## src/rtl/fetch_pkg.sv

```systemverilog
// Shared types and constants for the instruction fetch slice.
//   INSTR_W / ADDR_W : instruction and address widths
//   PC_STEP          : byte distance between sequential fetches
//   fetch_state_e    : fetch FSM states (IDLE, REQ, KILL)
//   fetch_entry_t    : prefetch queue payload {instr, pc}
//   align_pc()       : clears the byte-offset bits of an address
package fetch_pkg;

  localparam int unsigned INSTR_W = 32;
  localparam int unsigned ADDR_W  = 32;

  localparam logic [ADDR_W-1:0] PC_STEP = ADDR_W'(4);

  typedef enum logic [1:0] {
    IDLE = 2'd0,
    REQ  = 2'd1,
    KILL = 2'd2
  } fetch_state_e;

  typedef struct packed {
    logic [INSTR_W-1:0] instr;
    logic [ADDR_W-1:0]  pc;
  } fetch_entry_t;

  // Word-align a fetch target.
  function automatic logic [ADDR_W-1:0] align_pc(input logic [ADDR_W-1:0] addr);
    return addr & ~ADDR_W'(3);
  endfunction

endpackage

```

## src/rtl/fetch_queue.sv

```systemverilog
// Prefetch queue: synchronous FIFO of fetch entries with flush.
// Ports:
//   clk, rst          clock, asynchronous active-high reset
//   flush             drop all entries at the edge (wins over enq/deq)
//   enq, enq_data     push one entry
//   deq               pop the head (ignored when empty)
//   head_valid, head  current head entry
//   count             number of valid entries
// DEPTH must be a power of two so the pointers wrap naturally.
module fetch_queue
  import fetch_pkg::*;
#(
  parameter int unsigned DEPTH = 2,
  parameter int unsigned CNT_W = $clog2(DEPTH) + 1
) (
  input  logic             clk,
  input  logic             rst,
  input  logic             flush,
  input  logic             enq,
  input  fetch_entry_t     enq_data,
  input  logic             deq,
  output logic             head_valid,
  output fetch_entry_t     head,
  output logic [CNT_W-1:0] count
);

  localparam int unsigned PTR_W = $clog2(DEPTH);

  fetch_entry_t     storage [DEPTH];
  logic [PTR_W-1:0] rd_ptr;
  logic [PTR_W-1:0] wr_ptr;
  logic [CNT_W-1:0] cnt;
  logic             deq_ok;

  assign deq_ok = deq && (cnt != '0);

  // Pointer and occupancy tracking.
  always_ff @(posedge clk or posedge rst) begin
    if (rst) begin
      rd_ptr <= '0;
      wr_ptr <= '0;
      cnt    <= '0;
    end else if (flush) begin
      rd_ptr <= '0;
      wr_ptr <= '0;
      cnt    <= '0;
    end else begin
      if (enq)    wr_ptr <= wr_ptr + PTR_W'(1);
      if (deq_ok) rd_ptr <= rd_ptr + PTR_W'(1);
      case ({enq, deq_ok})
        2'b10:   cnt <= cnt + CNT_W'(1);
        2'b01:   cnt <= cnt - CNT_W'(1);
        default: cnt <= cnt;
      endcase
    end
  end

  // Payload storage needs no reset; validity comes from cnt.
  always_ff @(posedge clk) begin
    if (enq && !flush) storage[wr_ptr] <= enq_data;
  end

  assign head_valid = (cnt != '0);
  assign head       = storage[rd_ptr];
  assign count      = cnt;

endmodule

```

## src/rtl/instr_fetch_unit.sv

```systemverilog
// Instruction fetch unit: owns the fetch PC, issues single-outstanding word
// requests to instruction memory and buffers responses in a prefetch queue
// feeding the decode stage. Redirects flush the queue and kill in-flight
// responses.
// Ports:
//   clk_i, rst_i                     clock, asynchronous active-high reset
//   imem_req_o, imem_addr_o          memory request (held until response)
//   imem_rvalid_i, imem_rdata_i      memory response
//   instr_valid_o, instr_ready_i     decode handshake
//   instr_o, pc_o, pc_plus4_o        head instruction, its address, address+4
//   redirect_i, redirect_pc_i        branch/jump redirect
//   fetch_cnt_o, kill_cnt_o          enqueue / discard counters
// Build option: define FETCH_PERF_CNT_EN to implement the counters; otherwise
// both counter outputs are tied to zero.
module instr_fetch_unit
  import fetch_pkg::*;
#(
  parameter int unsigned       DEPTH    = 2,
  parameter logic [ADDR_W-1:0] RESET_PC = 32'h0000_0000
) (
  input  logic               clk_i,
  input  logic               rst_i,
  output logic               imem_req_o,
  output logic [ADDR_W-1:0]  imem_addr_o,
  input  logic               imem_rvalid_i,
  input  logic [INSTR_W-1:0] imem_rdata_i,
  output logic               instr_valid_o,
  input  logic               instr_ready_i,
  output logic [INSTR_W-1:0] instr_o,
  output logic [ADDR_W-1:0]  pc_o,
  output logic [ADDR_W-1:0]  pc_plus4_o,
  input  logic               redirect_i,
  input  logic [ADDR_W-1:0]  redirect_pc_i,
  output logic [31:0]        fetch_cnt_o,
  output logic [31:0]        kill_cnt_o
);

  localparam int unsigned CNT_W = $clog2(DEPTH) + 1;

  fetch_state_e      state_q, state_d;
  logic [ADDR_W-1:0] fetch_pc_q, fetch_pc_d;
  logic              req_q;
  logic              enq, deq, flush, kill;
  logic [CNT_W-1:0]  q_count;
  logic [CNT_W-1:0]  cnt_after_enq;
  logic              head_valid;
  fetch_entry_t      head;
  fetch_entry_t      enq_entry;

  assign enq_entry     = '{instr: imem_rdata_i, pc: fetch_pc_q};
  // A redirect cancels any dequeue in the same cycle.
  assign deq           = head_valid && instr_ready_i && !redirect_i;
  // Occupancy after a response is enqueued; REQ is only entered below DEPTH,
  // so this never overflows CNT_W.
  assign cnt_after_enq = q_count + CNT_W'(1) - CNT_W'(deq);

  // State, PC and request flops.
  always_ff @(posedge clk_i or posedge rst_i) begin
    if (rst_i) begin
      state_q    <= IDLE;
      fetch_pc_q <= RESET_PC;
      req_q      <= 1'b0;
    end else begin
      state_q    <= state_d;
      fetch_pc_q <= fetch_pc_d;
      req_q      <= (state_d == REQ);
    end
  end

  // Next-state, PC update and queue control.
  always_comb begin
    state_d    = state_q;
    fetch_pc_d = fetch_pc_q;
    enq        = 1'b0;
    kill       = 1'b0;
    flush      = 1'b0;

    if (redirect_i) begin
      flush      = 1'b1;
      fetch_pc_d = align_pc(redirect_pc_i);
      unique case (state_q)
        IDLE: state_d = REQ;
        REQ: begin
          if (imem_rvalid_i) begin
            kill    = 1'b1;
            state_d = REQ;
          end else begin
            state_d = KILL;
          end
        end
        KILL: begin
          // Stale response may land together with a new redirect.
          if (imem_rvalid_i) begin
            kill    = 1'b1;
            state_d = REQ;
          end else begin
            state_d = KILL;
          end
        end
        default: state_d = IDLE;
      endcase
    end else begin
      unique case (state_q)
        IDLE: begin
          if (q_count < CNT_W'(DEPTH)) state_d = REQ;
        end
        REQ: begin
          if (imem_rvalid_i) begin
            enq        = 1'b1;
            fetch_pc_d = fetch_pc_q + PC_STEP;
            state_d    = (cnt_after_enq < CNT_W'(DEPTH)) ? REQ : IDLE;
          end
        end
        KILL: begin
          if (imem_rvalid_i) begin
            kill    = 1'b1;
            state_d = (q_count < CNT_W'(DEPTH)) ? REQ : IDLE;
          end
        end
        default: state_d = IDLE;
      endcase
    end
  end

  fetch_queue #(
    .DEPTH (DEPTH),
    .CNT_W (CNT_W)
  ) u_queue (
    .clk        (clk_i),
    .rst        (rst_i),
    .flush      (flush),
    .enq        (enq),
    .enq_data   (enq_entry),
    .deq        (deq),
    .head_valid (head_valid),
    .head       (head),
    .count      (q_count)
  );

  assign imem_req_o    = req_q;
  assign imem_addr_o   = fetch_pc_q;
  assign instr_valid_o = head_valid;
  assign instr_o       = head.instr;
  assign pc_o          = head.pc;
  assign pc_plus4_o    = head.pc + PC_STEP;

`ifdef FETCH_PERF_CNT_EN
  logic [31:0] fetch_cnt_q;
  logic [31:0] kill_cnt_q;

  // Free-running event counters, wrap at 2^32.
  always_ff @(posedge clk_i or posedge rst_i) begin
    if (rst_i) begin
      fetch_cnt_q <= '0;
      kill_cnt_q  <= '0;
    end else begin
      if (enq)  fetch_cnt_q <= fetch_cnt_q + 32'd1;
      if (kill) kill_cnt_q  <= kill_cnt_q + 32'd1;
    end
  end

  assign fetch_cnt_o = fetch_cnt_q;
  assign kill_cnt_o  = kill_cnt_q;
`else
  logic unused_kill;
  assign unused_kill = kill;
  assign fetch_cnt_o = '0;
  assign kill_cnt_o  = '0;
`endif

endmodule
```

## config.mk

```make
export PLATFORM = sky130hd
export DESIGN_NAME = instr_fetch_unit
export DESIGN_NICKNAME = d
export VERILOG_FILES = /design/src/rtl/fetch_pkg.sv /design/src/rtl/fetch_queue.sv /design/src/rtl/instr_fetch_unit.sv
export SDC_FILE = /design/constraint.sdc
export NUM_CORES = 1
export LEC_CHECK = 0
export ABC_AREA = 1
export CORE_MARGIN = 10
export CORE_UTILIZATION = 50
export CTS_CLUSTER_DIAMETER = 50
export CTS_CLUSTER_SIZE = 24
export DETAILED_ROUTE_END_ITERATION = 7
export DONT_BUFFER_PORTS = 1
export PLACE_DENSITY = 0.68
export SLEW_MARGIN = 20
export SYNTH_ARGS = -nofsm -noshare
export SYNTH_HDL_FRONTEND = slang
export SYNTH_HIERARCHICAL = 1
export SYNTH_SLANG_ARGS = --single-unit
```

## constraint.sdc

```tcl
create_clock -name clk_i -period 4.2 [get_ports clk_i]
set_clock_uncertainty 0.1 [all_clocks]
set_input_delay 0.42 -clock clk_i [delete_from_list [all_inputs] [get_ports clk_i]]
set_output_delay 0.42 -clock clk_i [all_outputs]
set_load 0.01 [all_outputs]
```

* Word-level counts from Yosys, hierarchy flattened *
Memory sizes are Yosys's and may differ from the RTL's.
Index checks and enable logic that the tools add are counted.

storage, ports and cells
  word-level logic and storage cells = 60
  register bits after elaboration = 39
  RAM bits = 128
  memories kept = 1
  output and inout port bits = 194
  input port bits = 69

cells by class
  reduce and logical (&&, ||, !) cells = 15
  add/subtract/negate cells = 7
  muxes and demuxes = 24
  magnitude comparators = 2
  equal/unequal tests = 5

memories
  memory           depth  width  rd ports  clocked after memory_dff  write ports  RTL line           source
  u_queue.storage  2      64     1         0                         1            fetch_queue.sv:29  fetch_entry_t storage [DEPTH];

operator list
  operator               count
  $mux 32                3
  $add 32x3->32 const B  2
  $mux 1                 12
  $mux 2                 6
  $reduce_bool 2->1      5
  $pmux 2 s2             2
  $eq 2x1->1 const B     3
  $pmux 2 s3             1
  $eq 2x2->1 const B     2
  $logic_and 1x1->1      4
  $lt 2x2->1 const B     2
  $reduce_bool 3->1      1
  $add 1x1->1 const B    2
  $add 2x1->2 const B    1
  $logic_not 1->1        2
  $logic_not 2->1        1
  $reduce_and 2->1       1
  $reduce_or 2->1        1
  $sub 2x1->2            1
  $sub 2x1->2 const B    1

* Longest topological paths before layout *
Gate-level depths: netlist of run 1.

  word-level depth = 10
  mapped depth = 13

* Cells and area by module *
Netlist of run 1, hierarchy kept.

by module, submodules not included
  module            sequential area each (µm²)  instances  area an instance (µm²)  cells each
  fetch_queue       3943.8                      1          4875.9                  367
  instr_fetch_unit  825.8                       1          3754.9                  600

* Least setup slack after synthesis of run 1 *
No wires, ideal clock.

  path kind = register to register
  start point = register state_q[1]
  end point = memory u_queue/storage[0][0] (netlist bit) (enable)
  required time = 3614 ps
  cell stages (with the launch flop) = 8
  buffers on the path = 1
  setup slack = -266 ps
  library setup time = 486 ps
  data arrival time = 3880 ps
  period minus slack after synthesis = 4466 ps
  path through = dfrtp_1 inv_1 ha_1 nand2_1 nor2_1 buf_2 nand2_1 nor2_1

on the way
  cells in the longest elaborated chain, start to end = 6

RTL lines
  what                          RTL line                 source
  start: declaration            instr_fetch_unit.sv:40   fetch_state_e state_q, state_d;
  start signal: assignment      instr_fetch_unit.sv:64   state_q <= state_d;
  $eq 2x1->1                    -
  $mux 1                        instr_fetch_unit.sv:103  unique case (state_q)
  $mux 1                        instr_fetch_unit.sv:78   if (redirect_i) begin
  named net enq                 instr_fetch_unit.sv:43   logic enq, deq, flush, kill;
  $logic_and 1x1->1             fetch_queue.sv:60        if (enq && !flush) storage[wr_ptr] <= enq_data;
  $mux 1                        fetch_queue.sv:60
  $mux 1 (not written as such)  fetch_queue.sv:60
  end: declaration              fetch_queue.sv:29

The timed path passes the listed nets, and every way through them passes these cells.

* Final worst setup path of run 1 *
  start point = register u_queue.rd_ptr
  end point = output port pc_plus4_o[31]

on the way
  cells in the longest elaborated chain, start to end = 2

RTL lines
  what                      RTL line                 source
  start: declaration        fetch_queue.sv:30        logic [PTR_W-1:0] rd_ptr;
  start signal: assignment  fetch_queue.sv:49        if (deq_ok) rd_ptr <= rd_ptr + PTR_W'(1);
  $mem_v2 2x64              -
  named net pc_o[15]        instr_fetch_unit.sv:30   output logic [ADDR_W-1:0] pc_o,
  $add 32x3->32             instr_fetch_unit.sv:145  assign pc_plus4_o = head.pc + PC_STEP;
  end: declaration          instr_fetch_unit.sv:31   output logic [ADDR_W-1:0] pc_plus4_o,

The timed path passes the listed nets, and every way through them passes these cells.

==> impl_metrics.toml, run 1 <==
[pwr]
vdd_ir_drop_max_mv = 0.3192
power_frac_clock_pct = 36.9
p_switching_uw = 1259
p_leak_uw = 0.004012
cellPowerDensity_mw_per_mm2 = 442.9
sw_frac_of_total_pct = 29.78
p_int_uw = 2969
p_comb_share_pct = 12.6
seq_power_share_pct = 50.5
total_power_uw = 4229

[routing]
avgRoutedWirePerCell_microns = 18.34
drtAntennaViolNets = 0
vias = 6329
viasPerCell = 5.108
routed_wl_microns = 22720
first_pass_iters = 5
initialDrtViolationCount = 459
drcViolationCount = 0

[logic_synthesis]
synth.distinct_cells = 36
yosysTopAreaCell = "edfxtp_1"
ys_seq_elements = 165
yosysMostFrequentCell = "nand2_1"
async_flop_share_pct = 22.42
synth_edf_count = 128
yosys_warnings = 6
synth_common_cells = "nand2_1 (405), edfxtp_1 (128), buf_4 (68)"
synth_area_per_cell_sq_um = 8.925
synthFlopType = "edfxtp_1"
yosys-top-cells-area = "edfxtp_1 (45%), nand2_1 (18%), dfrtp_1 (11%)"
synth_top_area_share_pct = 44.53
ys_seq_area_share_pct = 55.26
netlist_instances = 967
netlist_area_sq_mm = 0.008631

[clock_tree]
numClockSinks = 165
post_cts_buffers = 0
cts_root_buf = "clkbuf_16"
ctsHoldBuffers = 33
path_clk_slew_ns = 0.07
cts_resized = 0
htree_levels = 4
clockBufferDepth = 2
cts_tree = "done"
numCtsBuffers = 17
clk_latency_ns = 0.42

[timing]
hold_violations = 0
min_period_over_period_pct = 85.88
setup_viol = 0
rsz0062_at_grt = "false"
slew_viol_final = 0
clock.fmax_ghz = 0.2773
hold_slack_ns = 0.02719
tightest_slew_ns = 0.8640
tns_ns = 0
relSlewSlack_pct = 42.40
period_needed_ns = 3.607

[global_route]
grt_max_degree = 65
grt_pass1_vias = 6092
overflow = 0
antenna_found_initial = 0
globalRouteTotalUtil_pct = 19.59
grt_first_pass_wirelength_microns = 34490

[floorplanning]
initial_core_util_pct = 51.50
die_x_microns = 151.4
pin_count = 263
coreArea_sq_mm = 0.01676
die_h_microns = 151.4
row_count = 47
die_area_sq_mm = 0.02292

[final_layout]
layout.nets = 1081
drive_gt1_share_pct = 7.949
multiInputGateArea_sq_mm = 0.003269
syn2layout_area_growth_pct = 10.61
seq_area_sq_mm = 0.004771
num_antenna_cells = 0
nFillCells = 1486

[setup_path]
cp-start-kind = "flip-flop"
cp_max_fo = 22
arrival_ns = 3.09
worstSetupPathType = "flip-flop to primary output"
end_kind = "primary output"
required_ns = 3.68

[place]
routabilityCongestion = 0.9004
io_buffers = 0
hpwl_microns = 16910

[run_status]
status = "finished, final reports clean"

[worst_hold_path]
min_path_type = "input pin to flip-flop"

[job]
maxCapViolations = 0
-- kinds of logic (layout without fill, tap and decap cells) --
family	count (synthesis)	in the layout	synth area share, %
adder cells (fa/ha/maj)	6	6	0.8698
flip-flops	165	165	55.26
AND/OR/NAND/NOR	568	568	27.73
other	1	70	0.04345
buffers and inverters	157	140	10.03
AO/OA/AOI/OAI	34	34	2.407
XOR/XNOR	36	36	3.653
-- layer usage --
layer	up-vias	part of all wire (%)	track usage (%)
met5	-	0	0
met4	0	1.3	5.534
met3	22	11	5.907
met2	286	49	32.28
met1	2960	39	24.40
li1	3061	-	-
-- sequential cells by signal, summed over array words and instances, names as in the netlist --
signal           flops
u_queue/storage    128
imem_addr_o         30
state_q              2
u_queue/count        2
imem_req_o           1
u_queue/rd_ptr       1
u_queue/wr_ptr       1
-- cell usage in the layout (no fill, tap or decap), types with 6 or more instances in the layout --
cell type	count
a21oi_1	8
nand4_1	8
nand3_1	49
buf_4	7
dlygate4sd3_1	33
nand2_1	405
nand2_2	8
xnor2_1	13
o21ai_0	11
clkbuf_16	17
dfrtp_1	36
o211ai_1	7
edfxtp_1	128
nor2_1	55
ha_1	6
conb_1	70
xor2_1	23
inv_1	62
inv_2	6
nor3_1	13
nor2_2	9
-- power groups by stage --
stage	logic, uW	registers (uW)	clock network [uW]
6_report	532	2140	1560
3_3_place_gp	494	2170	0
3_5_place_dp	501	2170	0
2_1_floorplan	452	2080	0
4_1_cts	534	2140	1590
5_1_grt	612	2160	1670
-- final timing paths --
check                                                   endpoint                       start  slack [ns]  cells after the start
worst max-delay path                              pc_plus4_o[31]  u_queue/rd_ptr$_DFFE_PP0P_        0.59                     10
worst min-delay path                  imem_addr_o[4]$_DFFE_PP0P_                  redirect_i        0.03                      2
worst max register to register  u_queue/storage[0][37]$_DFFE_PP_        state_q[1]$_DFF_PP0_        1.79                      7
worst min register to register        u_queue/wr_ptr$_DFFE_PP0P_  u_queue/wr_ptr$_DFFE_PP0P_        0.50                      1
max in group asynchronous            imem_addr_o[17]$_DFFE_PP0P_                       rst_i        3.16                      3
min in group asynchronous           u_queue/count[0]$_DFFE_PP0P_                       rst_i        0.28                      2
-- final cells by class --
cell class	count	share of cell area, %
clock buffers	18	4.495
flip-flops and latches	165	49.97
well taps	220	2.883
multi-input cells	714	34.25
inverters	68	2.674
repair buffers	40	4.010
clock inverters	14	1.717
-- worst max-delay path, cell delays in order, from the launching register on --
cell,delay [ns]
dfrtp_2,0.53
inv_2,0.38
buf_4,0.33
nand2_1,0.08
nand2_1,0.27
nand2_1,0.11
nor2_1,0.20
nand3_1,0.11
nor3_1,0.21
nand2_1,0.11
xnor2_1,0.32
-- stage by stage --
stage	setup WS (ns)	cells	utilization, %	instance area [sq um]
4_1_cts	0.5418	1239	56.96	9547
3_5_place_dp	1.012	1174	51.45	8623
2_1_floorplan	-0.2657	1036	-	8890
3_3_place_gp	1.035	1174	51.45	8623
5_1_grt	0.2657	1239	56.96	9547
6_report	0.5932	1239	56.96	9547
No activity file was read; power rests on OpenSTA's default activity.
==> run 2, diff against run 1 <==
CORE_UTILIZATION = 43   (was 50)
DONT_BUFFER_PORTS = unset   (was 1)
PLACE_DENSITY = 0.77   (was 0.68)
REMOVE_ABC_BUFFERS = 1   (was unset)
==> run 2 against run 1 <==
  * Via count is 9.4% higher
  * Cell count up 17%
  * Largest power group unchanged
  * Non-clock buffer count up 164
  * Largest cell class unchanged
==> impl_metrics.toml, run 2 (same netlist as run 1, synthesis figures left out) <==
[floorplanning]
die_h_microns = 161.7
die_area_sq_mm = 0.02614
row_count = 51
coreArea_sq_mm = 0.01959
initial_core_util_pct = 44.06
die_x_microns = 161.7
pin_count = 263

[final_layout]
postLayoutCellArea_sq_mm = 0.01125
num_antenna_cells = 0
syn2layout_area_growth_pct = 30.40
layout.nets = 1245
mostFrequentLayoutCells = "nand2_1 (405), clkdlybuf4s50_1 (194), edfxtp_1 (128)"
final_common_cell = "nand2_1"
largest_register = "u_queue/storage"
drive_gt1_share_pct = 6.768
fin_util_pct = 57.45
nFillCells = 1702
largest_reg_flops = 128

[setup_path]
worst_path_most_repeated_cell = "nand2_1"
cp_cell_sequence = "buf_4 -> nand2_1 -> nand2_1 -> nand2_1 -> nor2_2 -> nand2_1 -> nor3_1 -> xor2_1 -> clkdlybuf4s50_1"
slowest_stage = "clkdlybuf4s50_1"
arrival_ns = 3.41
cp_max_fo = 49
cp-start-kind = "flip-flop"
worstSetupPathType = "flip-flop to primary output"
cp_slowest_stage_delay_ns = 0.60
end_kind = "primary output"
required_ns = 3.68

[routing]
initialDrtViolationCount = 567
viasPerCell = 4.786
drtAntennaViolNets = 0
routed_wl_microns = 23890
drcViolationCount = 0
avgRoutedWirePerCell_microns = 16.51
vias = 6926
first_pass_iters = 5

[timing]
hold_violations = 0
clock.fmax_ghz = 0.2543
min_period_over_period_pct = 93.62
setup_slack_ns = 0.2680
relSlewSlack_pct = 48.17
hold_slack_ns = 0.1198
setup_viol = 0
tightest_slew_ns = 0.7766
period_needed_ns = 3.932
slew_viol_final = 0
rsz0062_at_grt = "false"

[place]
hpwl_microns = 17900
io_buffers = 194
routabilityCongestion = 0.8789
post-place-ws_ns = 0.6396
placed_area_sq_mm = 0.01067

[global_route]
globalRouteTotalUtil_pct = 17.81
grt_first_pass_wirelength_microns = 36830
antenna_found_initial = 0
grt_pass1_vias = 6650
grt_max_degree = 65
overflow = 0

[pwr]
total_power_uw = 4470
cellPowerDensity_mw_per_mm2 = 397.2
p_leak_uw = 0.004644
vdd_ir_drop_max_mv = 0.2836

[clock_tree]
htree_levels = 4
cts_root_buf = "clkbuf_16"
cts_tree = "done"
path_clk_slew_ns = 0.07
post_cts_buffers = 0
clockBufferDepth = 2
numClockSinks = 165
numCtsBuffers = 17
clk_latency_ns = 0.42

[worst_hold_path]
min_path_type = "input pin to asynchronous set/reset pin"

[run_status]
status = "finished, final reports clean"

[job]
maxCapViolations = 0
==> run 2: cell count changes in the layout (fill, tap and decap cells not counted), sizes merged, moves of 3 or more <==
cell and change:
clkdlybuf4s50 +194, dlygate4sd3 -33, clkinv +7, inv -7, buf +3
==> run 2: metrics by stage <==
stage / cells / TNS (ns)
detailed placement: 1416 / 0
finish: 1447 / 0
floorplan: 947 / -100.90
global route: 1447 / 0
CTS: 1447 / 0
global placement: 1416 / 0
==> run 2: path summary, 6_finish.rpt <==
check / cells after the start / slack [ns] / startpoint / end
worst max-delay path: 9 / 0.27 / u_queue/rd_ptr$_DFFE_PP0P_ / pc_plus4_o[21]
worst min-delay path: 2 / 0.12 / rst_i / u_queue/wr_ptr$_DFFE_PP0P_
worst max register to register: 8 / 1.88 / state_q[1]$_DFF_PP0_ / u_queue/storage[0][36]$_DFFE_PP_
worst min register to register: 0 / 0.48 / imem_addr_o[31]$_DFFE_PP0P_ / u_queue/storage[0][31]$_DFFE_PP_
max in group asynchronous: 3 / 3.32 / rst_i / imem_addr_o[23]$_DFFE_PP0P_
min in group clk_i: 3 / 0.47 / redirect_pc_i[22] / imem_addr_o[22]$_DFFE_PP0P_
==> run 2: worst max-delay path: cells and delay by family (launching register included) <==
kind | cells | cell delay [ns]
xor+xnor | 1 | 0.27
buf+inv | 2 | 1.14
flops | 1 | 0.56
simple gates | 6 | 1.01
==> run 2: power by group <==
part           internal [uW]  switching, uW  leakage (uW)  total [uW]
combinational            384            453       0.00274         837
clock                    927            617      0.000287        1540
sequential              1910            181       0.00161        2090
==> run 2: layer usage <==
layer  global-route usage [%]  share of wire (%)  vias up  wire [microns]
met3                    5.359                8.7       35            2075
met4                    5.624                2.0        0             473
met1                    22.44                 42     3215           10020
li1                         -                  -     3391               -
met5                        0                  0        -               0
met2                    28.82                 47      285           11320
==> run 2: repair_timing <==
action / in CTS / in global routing
hold buffers: 0 / 0
endpoints found under the setup margin: 0 / 1
gates resized for setup: 0 / 1
==> run 2: cell type report <==
| type | count | area (sq um) | share of cell area [%] |
|---|---|---|---|
| Clock buffer | 17 | 425.4 | 3.780 |
| Clock inverter | 14 | 158.9 | 1.412 |
| Inverter | 68 | 256.5 | 2.279 |
| Multi-Input combinational cell | 714 | 3269 | 29.05 |
| Sequential cell | 165 | 4771 | 42.39 |
| Tap cell | 265 | 331.6 | 2.946 |
| Timing Repair Buffer | 204 | 2042 | 18.14 |
